$ cat src/rtl/tick_debouncer_pkg.sv
// Shared defaults for the tick-strobed button debouncer, so every instance
// agrees on channel count and stability window unless overridden.
package tick_debouncer_pkg;

    localparam int DEFAULT_WIDTH        = 4;
    localparam int DEFAULT_STABLE_COUNT = 4;

    // Counter width that can hold 0..stable_count (the count never exceeds stable_count-1).
    function automatic int cnt_width(input int stable_count);
        return $clog2(stable_count + 1);
    endfunction

endpackage

$ cat src/rtl/tick_debouncer_channel.sv
// One debounced button: 2-flop synchronizer, tick-gated stability counter,
// debounced level and registered press/release pulses.
module debounce_channel
    import tick_debouncer_pkg::*;
#(
    parameter int STABLE_COUNT = DEFAULT_STABLE_COUNT
) (
    input  logic clock,
    input  logic reset,
    input  logic tick,
    input  logic btn_raw,
    output logic level,
    output logic press,
    output logic release_pulse
);

    localparam int CNT_W = cnt_width(STABLE_COUNT);

    logic             s1_q;
    logic             s2_q;
    logic             level_q;
    logic             level_d;
    logic             press_q;
    logic             press_d;
    logic             release_q;
    logic             release_d;
    logic [CNT_W-1:0] cnt_q;
    logic [CNT_W-1:0] cnt_d;

    // Any tick that agrees with the current level restarts the stability window.
    always_comb begin
        level_d = level_q;
        cnt_d   = cnt_q;
        if (tick) begin
            if (s2_q == level_q) begin
                cnt_d = '0;
            end else if (cnt_q == CNT_W'(STABLE_COUNT - 1)) begin
                level_d = s2_q;
                cnt_d   = '0;
            end else begin
                cnt_d = cnt_q + 1'b1;
            end
        end
        press_d   = level_d & ~level_q;
        release_d = ~level_d & level_q;
    end

    always_ff @(posedge clock or negedge reset) begin
        if (!reset) begin
            s1_q      <= 1'b0;
            s2_q      <= 1'b0;
            level_q   <= 1'b0;
            cnt_q     <= '0;
            press_q   <= 1'b0;
            release_q <= 1'b0;
        end else begin
            s1_q      <= btn_raw;
            s2_q      <= s1_q;
            level_q   <= level_d;
            cnt_q     <= cnt_d;
            press_q   <= press_d;
            release_q <= release_d;
        end
    end

    assign level         = level_q;
    assign press         = press_q;
    assign release_pulse = release_q;

endmodule

$ cat src/rtl/tick_debouncer.sv
// Multi-channel debouncer sampled on rising edges of the divided clock,
// which is treated purely as data and turned into a one-cycle tick.
module tick_debouncer
    import tick_debouncer_pkg::*;
#(
    parameter int WIDTH        = DEFAULT_WIDTH,
    parameter int STABLE_COUNT = DEFAULT_STABLE_COUNT
) (
    input  logic             clock,
    input  logic             reset,
    input  logic             div_clock,
    input  logic [WIDTH-1:0] btn_in,
    output logic             tick,
    output logic [WIDTH-1:0] btn_level,
    output logic [WIDTH-1:0] btn_press,
    output logic [WIDTH-1:0] btn_release
);

    logic div_q;
    logic tick_q;

    // div_q resets high so a strobe already high at reset release is not a tick.
    always_ff @(posedge clock or negedge reset) begin
        if (!reset) begin
            div_q  <= 1'b1;
            tick_q <= 1'b0;
        end else begin
            div_q  <= div_clock;
            tick_q <= div_clock & ~div_q;
        end
    end

    assign tick = tick_q;

    generate
        for (genvar gi = 0; gi < WIDTH; gi++) begin : g_ch
            debounce_channel #(
                .STABLE_COUNT (STABLE_COUNT)
            ) u_ch (
                .clock         (clock),
                .reset         (reset),
                .tick          (tick_q),
                .btn_raw       (btn_in[gi]),
                .level         (btn_level[gi]),
                .press         (btn_press[gi]),
                .release_pulse (btn_release[gi])
            );
        end
    endgenerate

endmodule
$ cat config.mk
export PLATFORM = sky130hd
export DESIGN_NAME = tick_debouncer
export DESIGN_NICKNAME = d
export VERILOG_FILES = /design/src/rtl/tick_debouncer_pkg.sv /design/src/rtl/tick_debouncer_channel.sv /design/src/rtl/tick_debouncer.sv
export SDC_FILE = /design/constraint.sdc
export NUM_CORES = 1
export LEC_CHECK = 0
export BUFFER_PORTS_ARGS = -buffer_cell sky130_fd_sc_hd__buf_2
export CAP_MARGIN = 10
export CORE_MARGIN = 2
export CORE_UTILIZATION = 54
export DETAILED_ROUTE_END_ITERATION = 12
export GPL_ROUTABILITY_DRIVEN = 1
export PLACE_DENSITY = 0.78
export SLEW_MARGIN = 20
export SYNTH_ARGS = -nofsm -noshare
export SYNTH_HDL_FRONTEND = slang
export SYNTH_HIERARCHICAL = 1
export SYNTH_SLANG_ARGS = --single-unit
$ cat constraint.sdc
create_clock -name clock -period 1.6 [get_ports clock]
set_input_delay 0.32 -clock clock [delete_from_list [all_inputs] [get_ports clock]]
set_output_delay 0.32 -clock clock [all_outputs]
set_load 0.02 [all_outputs]
==> flow_summary.toml, run 1 <==
[timing]
period_minus_slack_ps = 1390
slew_violations = 0
finalHoldViolCount = 0
setup-violations-final = 0
rsz0062_at_grt = "false"
fin_setup_tns_ps = 0
post-route-period-util = 0.870
max_freq_mhz = 718
slew_headroom = 0.727
worst_pin_slew_ps = 410
fin_skew_ps = 10.6

[floorplanning]
die_area_sq_um = 2920
start_util = 0.556
dieWidth_um = 54.0
fp.dieH_um = 54.0
ios = 20
core_sq_um = 2430
rows = 18

[cells_and_area]
seq_area_sq_um = 853
layout.cells.non_filler = 159
layout.nets = 139
layout.cells.most_common = "dfrtp_1"
n_fill_cell = 180
multi_input_area_sq_um = 469
fin_util = 0.640
antenna_cells = 0
final_cell_mix = "32 x dfrtp_1, 19 x buf_2"
layout-drive-gt1-share = 0.295
area_growth_pct = 15.2

[global_routing]
antenna_found_initial = 0
grtUsageTotal = 0.168
grt_max_degree = 35
grt_pass1_vias = 749
overflow = 0
grt_pass1_wl_mm = 3.22

[power_and_ir_drop]
total_power_mw = 2.13
p_seq_frac = 0.540
p_sw_mw = 0.668
power_per_cell_area_nw_per_um2 = 1370
p_comb_frac = 0.255
p_leak_nw = 0.760
intPower_mw = 1.46
switching_share = 0.314
p_clk_frac = 0.205
ir_worst_vdd_uv = 996

[setup_path]
critPathTopFamily = "flip-flops"
cp.buffers_inverters = 1
cp_slowest_stage_delay_ps = 530
crit_slowest_cell = "dfrtp_2"
r2r_cells = 3
crit_chain = "buf_2"
reg2reg_slack_ps = 410
reg2reg_from = "g_ch[0].u_ch/cnt_q[0]"
cp.required_ps = 1280
worst-setup-path-type = "reg2out"
cp_max_fo = 14
worstPathArrival_ps = 1070
cp-end-kind = "output pin"
worstSetupStartpointType = "flip-flop"
r2r-end = "g_ch[0].u_ch/level"

[synthesis]
yosysTopAreaCell = "dfrtp_1"
yosysSeqAreaShare = 0.631
synth_top_cell_area_share = 0.611
synth_area_sq_um = 1350
netlist_instances = 99
syn_avg_cell_area_sq_um = 13.6
synth.area.top_cells = "dfrtp_1 61%, mux2_4 4.4%, nor3b_1 4.4%, ha_1 3.7%, nand2b_1 3.7%"
synth.distinct_cells = 15
ys_warn_count = 6
ys_ff_latch = 34
synth_nets = 110

[clock_tree]
clk_pin_slew_ps = 100
cts_tree = "yes"
cts-buffers-inserted = 5
clockBufferDepth = 2
cts_root_buf = "clkbuf_4"
postCtsSetupBuffers = 0
clock-sinks = 34
insertion_delay_ps = 330
h-tree-depth = 2

[hold_path]
holdCritPathClass = "in2async"

[placed_design]
place_inst = 151
hpwl_mm = 1.35
routabilityCongestion = 0.721
numPortBuffers = 19

[routing]
ant_nets = 0
drc = 0
firstDrtPassIters = 4
avgRoutedWirePerCell_um = 13.2
vias = 814
viasPerCell = 5.12
wirelength_mm = 2.09
drt_iter0_drc = 9

[flow_run]
cap_viol_max_count = 0

[run_status]
status = "finished, final reports clean"
==> flip-flops by register name, indices dropped and copies added (netlist names) <==
register / cells
div_q: 1
g_ch.u_ch/release_pulse: 4
g_ch.u_ch/press: 4
g_ch.u_ch/level: 4
g_ch.u_ch/s2_q: 4
tick: 1
g_ch.u_ch/cnt_q: 12
g_ch.u_ch/s1_q: 4
==> cell usage after synthesis <==
| cell | n |
|---|---|
| o22ai_1 | 8 |
| or2b_1 | 4 |
| and2b_1 | 4 |
| ha_1 | 4 |
| nor2b_4 | 1 |
| o31ai_1 | 4 |
| dfstp_2 | 1 |
| mux2_4 | 4 |
| nand3b_2 | 4 |
| dfrtp_1 | 33 |
| inv_1 | 8 |
| nand2b_1 | 8 |
| nor3b_1 | 8 |
| nand2_1 | 4 |
| xnor2_1 | 4 |
==> power groups by stage <==
stage	clock network (mW)	logic (mW)	registers (mW)
finish	0.437	0.542	1.15
global route	0.497	0.594	1.17
CTS	0.453	0.546	1.15
detailed placement	0	0.540	1.16
global placement	0	0.510	1.15
floorplan	0	0.340	1.20
==> per-layer routing <==
| metal | vias up | track usage | wire length, um |
|---|---|---|---|
| met1 | 393 | 0.170 | 889 |
| met2 | 16 | 0.289 | 1070 |
| met3 | 7 | 0.0583 | 73 |
| li1 | 398 | - | - |
| met4 | 0 | 0.113 | 57 |
| met5 | - | 0 | 0 |
==> area by class of cell <==
type                       instances  area share
sequential                        34       0.548
timing repair buffer              22      0.0756
tap                               30      0.0241
multi-input combinational         57       0.301
inverter                           8      0.0193
clock buffer                       8      0.0314
==> worst max-delay path by stage <==
stage,start,to,slack [ps],cells after the start
CTS,tick,tick,30,1
floorplan,tick,g_ch[0].u_ch/level,170,2
finish,tick,tick,210,1
detailed placement,tick,g_ch[0].u_ch/cnt_q[0],340,3
global route,tick,tick,140,1
global placement,tick,g_ch[0].u_ch/level,370,2
==> cells by family after synthesis <==
| kind of cell | synth area share |
|---|---|
| xor gates and xnor gates | 0.0259 |
| buffers and inverters | 0.0222 |
| and+or+nand+nor | 0.181 |
| AOI/OAI and AO/OA | 0.0593 |
| adders and majority gates | 0.0370 |
| muxes | 0.0444 |
| DFF | 0.631 |
==> through the flow <==
stage | instance area [sq um] | setup slack, ps | hold slack [ps]
after floorplan | 1350 | 174 | 24.4
after global placement | 1510 | 365 | 333
after detailed placement | 1510 | 340 | 341
after CTS | 1560 | 34.1 | 11.7
after global routing | 1560 | 139 | 24.5
final | 1560 | 208 | 3.39
==> repair_timing <==
item | in CTS | in global routing
endpoints found under the setup margin | 0 | 1
hold buffers | 0 | 0
resized for setup | 0 | 1
hold endpoints to repair | 0 | 0
Power figures use the tool's default switching activity.
==> run 2, diff against run 1 <==
--- a/config.mk
+++ b/config.mk
@@ -7,11 +7,12 @@
 export LEC_CHECK = 0
 export BUFFER_PORTS_ARGS = -buffer_cell sky130_fd_sc_hd__buf_2
 export CAP_MARGIN = 10
-export CORE_MARGIN = 2
+export CORE_ASPECT_RATIO = 1.25
+export CORE_MARGIN = 4
 export CORE_UTILIZATION = 54
 export DETAILED_ROUTE_END_ITERATION = 12
 export GPL_ROUTABILITY_DRIVEN = 1
-export PLACE_DENSITY = 0.78
+export PLACE_DENSITY = 0.76
 export SLEW_MARGIN = 20
 export SYNTH_ARGS = -nofsm -noshare
 export SYNTH_HDL_FRONTEND = slang
==> run 2 against run 1 <==
  * Register-to-register slack hardly changed
  * First-iteration DRC count is 11% lower
  * Sequential cell count stayed put
  * Clock skew is 7.9 ps lower
  * Worst setup slack worse by 71 ps
  * Via count is 0.61% higher
  * Largest power group unchanged
==> flow_summary.toml, run 2 (synthesis gave the netlist of run 1 again) <==
[timing]
post-route-period-util = 0.914
worst_pin_slew_ps = 404
rsz0062_at_grt = "false"
slew_headroom = 0.731
fin_skew_ps = 2.71
finalHoldViolCount = 0
max_freq_mhz = 683
setup-violations-final = 0
period_minus_slack_ps = 1460
fin_setup_tns_ps = 0
slew_violations = 0

[setup_path]
critPathTopFamily = "buffers and inverters"
cp.required_ps = 1280
worst-setup-path-type = "reg2out"
crit_slowest_cell = "dfrtp_1"
crit_chain = "buf_4, buf_2"
worstSetupStartpointType = "flip-flop"
cp.buffers_inverters = 2
cp-end-kind = "output pin"
cp_slowest_stage_delay_ps = 330
cp_max_fo = 25
worstPathArrival_ps = 1140

[clock_tree]
clk_pin_slew_ps = 90
cts-buffers-inserted = 5
cts_tree = "yes"
clockBufferDepth = 2
clock-sinks = 34
cts-hold-fix-buffers = 0
cts_resized = 0
postCtsSetupBuffers = 0
cts_root_buf = "clkbuf_4"
h-tree-depth = 2
insertion_delay_ps = 320

[floorplanning]
rows = 20
die_area_sq_um = 3370
core_sq_um = 2400
fp.dieH_um = 63.9
dieWidth_um = 52.7
ios = 20
start_util = 0.563

[cells_and_area]
n_fill_cell = 200
final_cell_mix = "33 x dfrtp_1, 19 x buf_2"
antenna_cells = 0
layout-drive-gt1-share = 0.294
layout.cells.most_common = "dfrtp_1"
layout.nets = 138
fin_util = 0.647
top_register = "g_ch.u_ch/cnt_q"
largest_reg_flops = 12
area_growth_pct = 15.0

[power_and_ir_drop]
ir_worst_vdd_uv = 763
power_per_cell_area_nw_per_um2 = 1380
p_leak_nw = 0.760

[global_routing]
grt_pass1_wl_mm = 3.69
antenna_found_initial = 0
grt_pass1_vias = 864
overflow = 0
grtUsageTotal = 0.150
grt_max_degree = 35

[routing]
viasPerCell = 5.15
ant_nets = 0
avgRoutedWirePerCell_um = 13.0
drc = 0
firstDrtPassIters = 2
drt_iter0_drc = 8
vias = 819
wirelength_mm = 2.07

[flow_run]
cap_viol_max_count = 0

[hold_path]
holdCritPathClass = "in2async"

[run_status]
status = "finished, final reports clean"

[placed_design]
hpwl_mm = 1.40
numPortBuffers = 19
routabilityCongestion = 0.721
[run 2: per-layer routing]
| metal | share of wire | GRT usage |
|---|---|---|
| met5 | 0 | 0 |
| met4 | 0.014 | 0.0639 |
| met3 | 0.045 | 0.0629 |
| met2 | 0.54 | 0.247 |
| met1 | 0.40 | 0.166 |
[run 2: per-stage QoR]
stage	cells	setup WS (ps)	power, mW	hold WS, ps	cell area [sq um]
CTS	159	120	2.17	0.333	1550
floorplan	99	174	1.54	24.4	1350
finish	159	137	2.14	6.53	1550
global placement	153	464	1.66	334	1500
global route	159	79.4	2.30	3.92	1550
detailed placement	153	424	1.71	336	1500
[run 2: power breakdown]
part	total [mW]	internal, mW	switching, mW
clock	0.448	0.198	0.250
combinational	0.540	0.269	0.270
sequential	1.15	1.01	0.136
total	2.14	1.48	0.657
[run 2: layout make-up]
cell class                 count  area, sq um  share of cell area
timing repair buffer          21          110              0.0709
tap                           33         41.3              0.0266
multi-input combinational     57          469               0.302
inverter                       8         30.0              0.0193
sequential                    34          852               0.548
clock buffer                   6         51.3              0.0330
[run 2: worst reg2reg max path: cells and delay by family (launching register included)]
kind | cells | cell delay [ps]
flops | 1 | 330
simple gates | 1 | 170
buf+inv | 1 | 270
mux | 1 | 320
[run 2: final timing paths]
kind / startpoint / to / slack [ps] / cells past startpoint
worst max-delay path: tick / tick / 140 / 2
worst min-delay path: reset / g_ch[0].u_ch/level / 7 / 2
worst max register to register: tick / g_ch[2].u_ch/level / 400 / 3
worst min register to register: g_ch[1].u_ch/s1_q / g_ch[1].u_ch/s2_q / 360 / 0
max in group asynchronous: reset / div_q / 1280 / 2
min in group clock: btn_in[1] / g_ch[1].u_ch/s1_q / 100 / 1
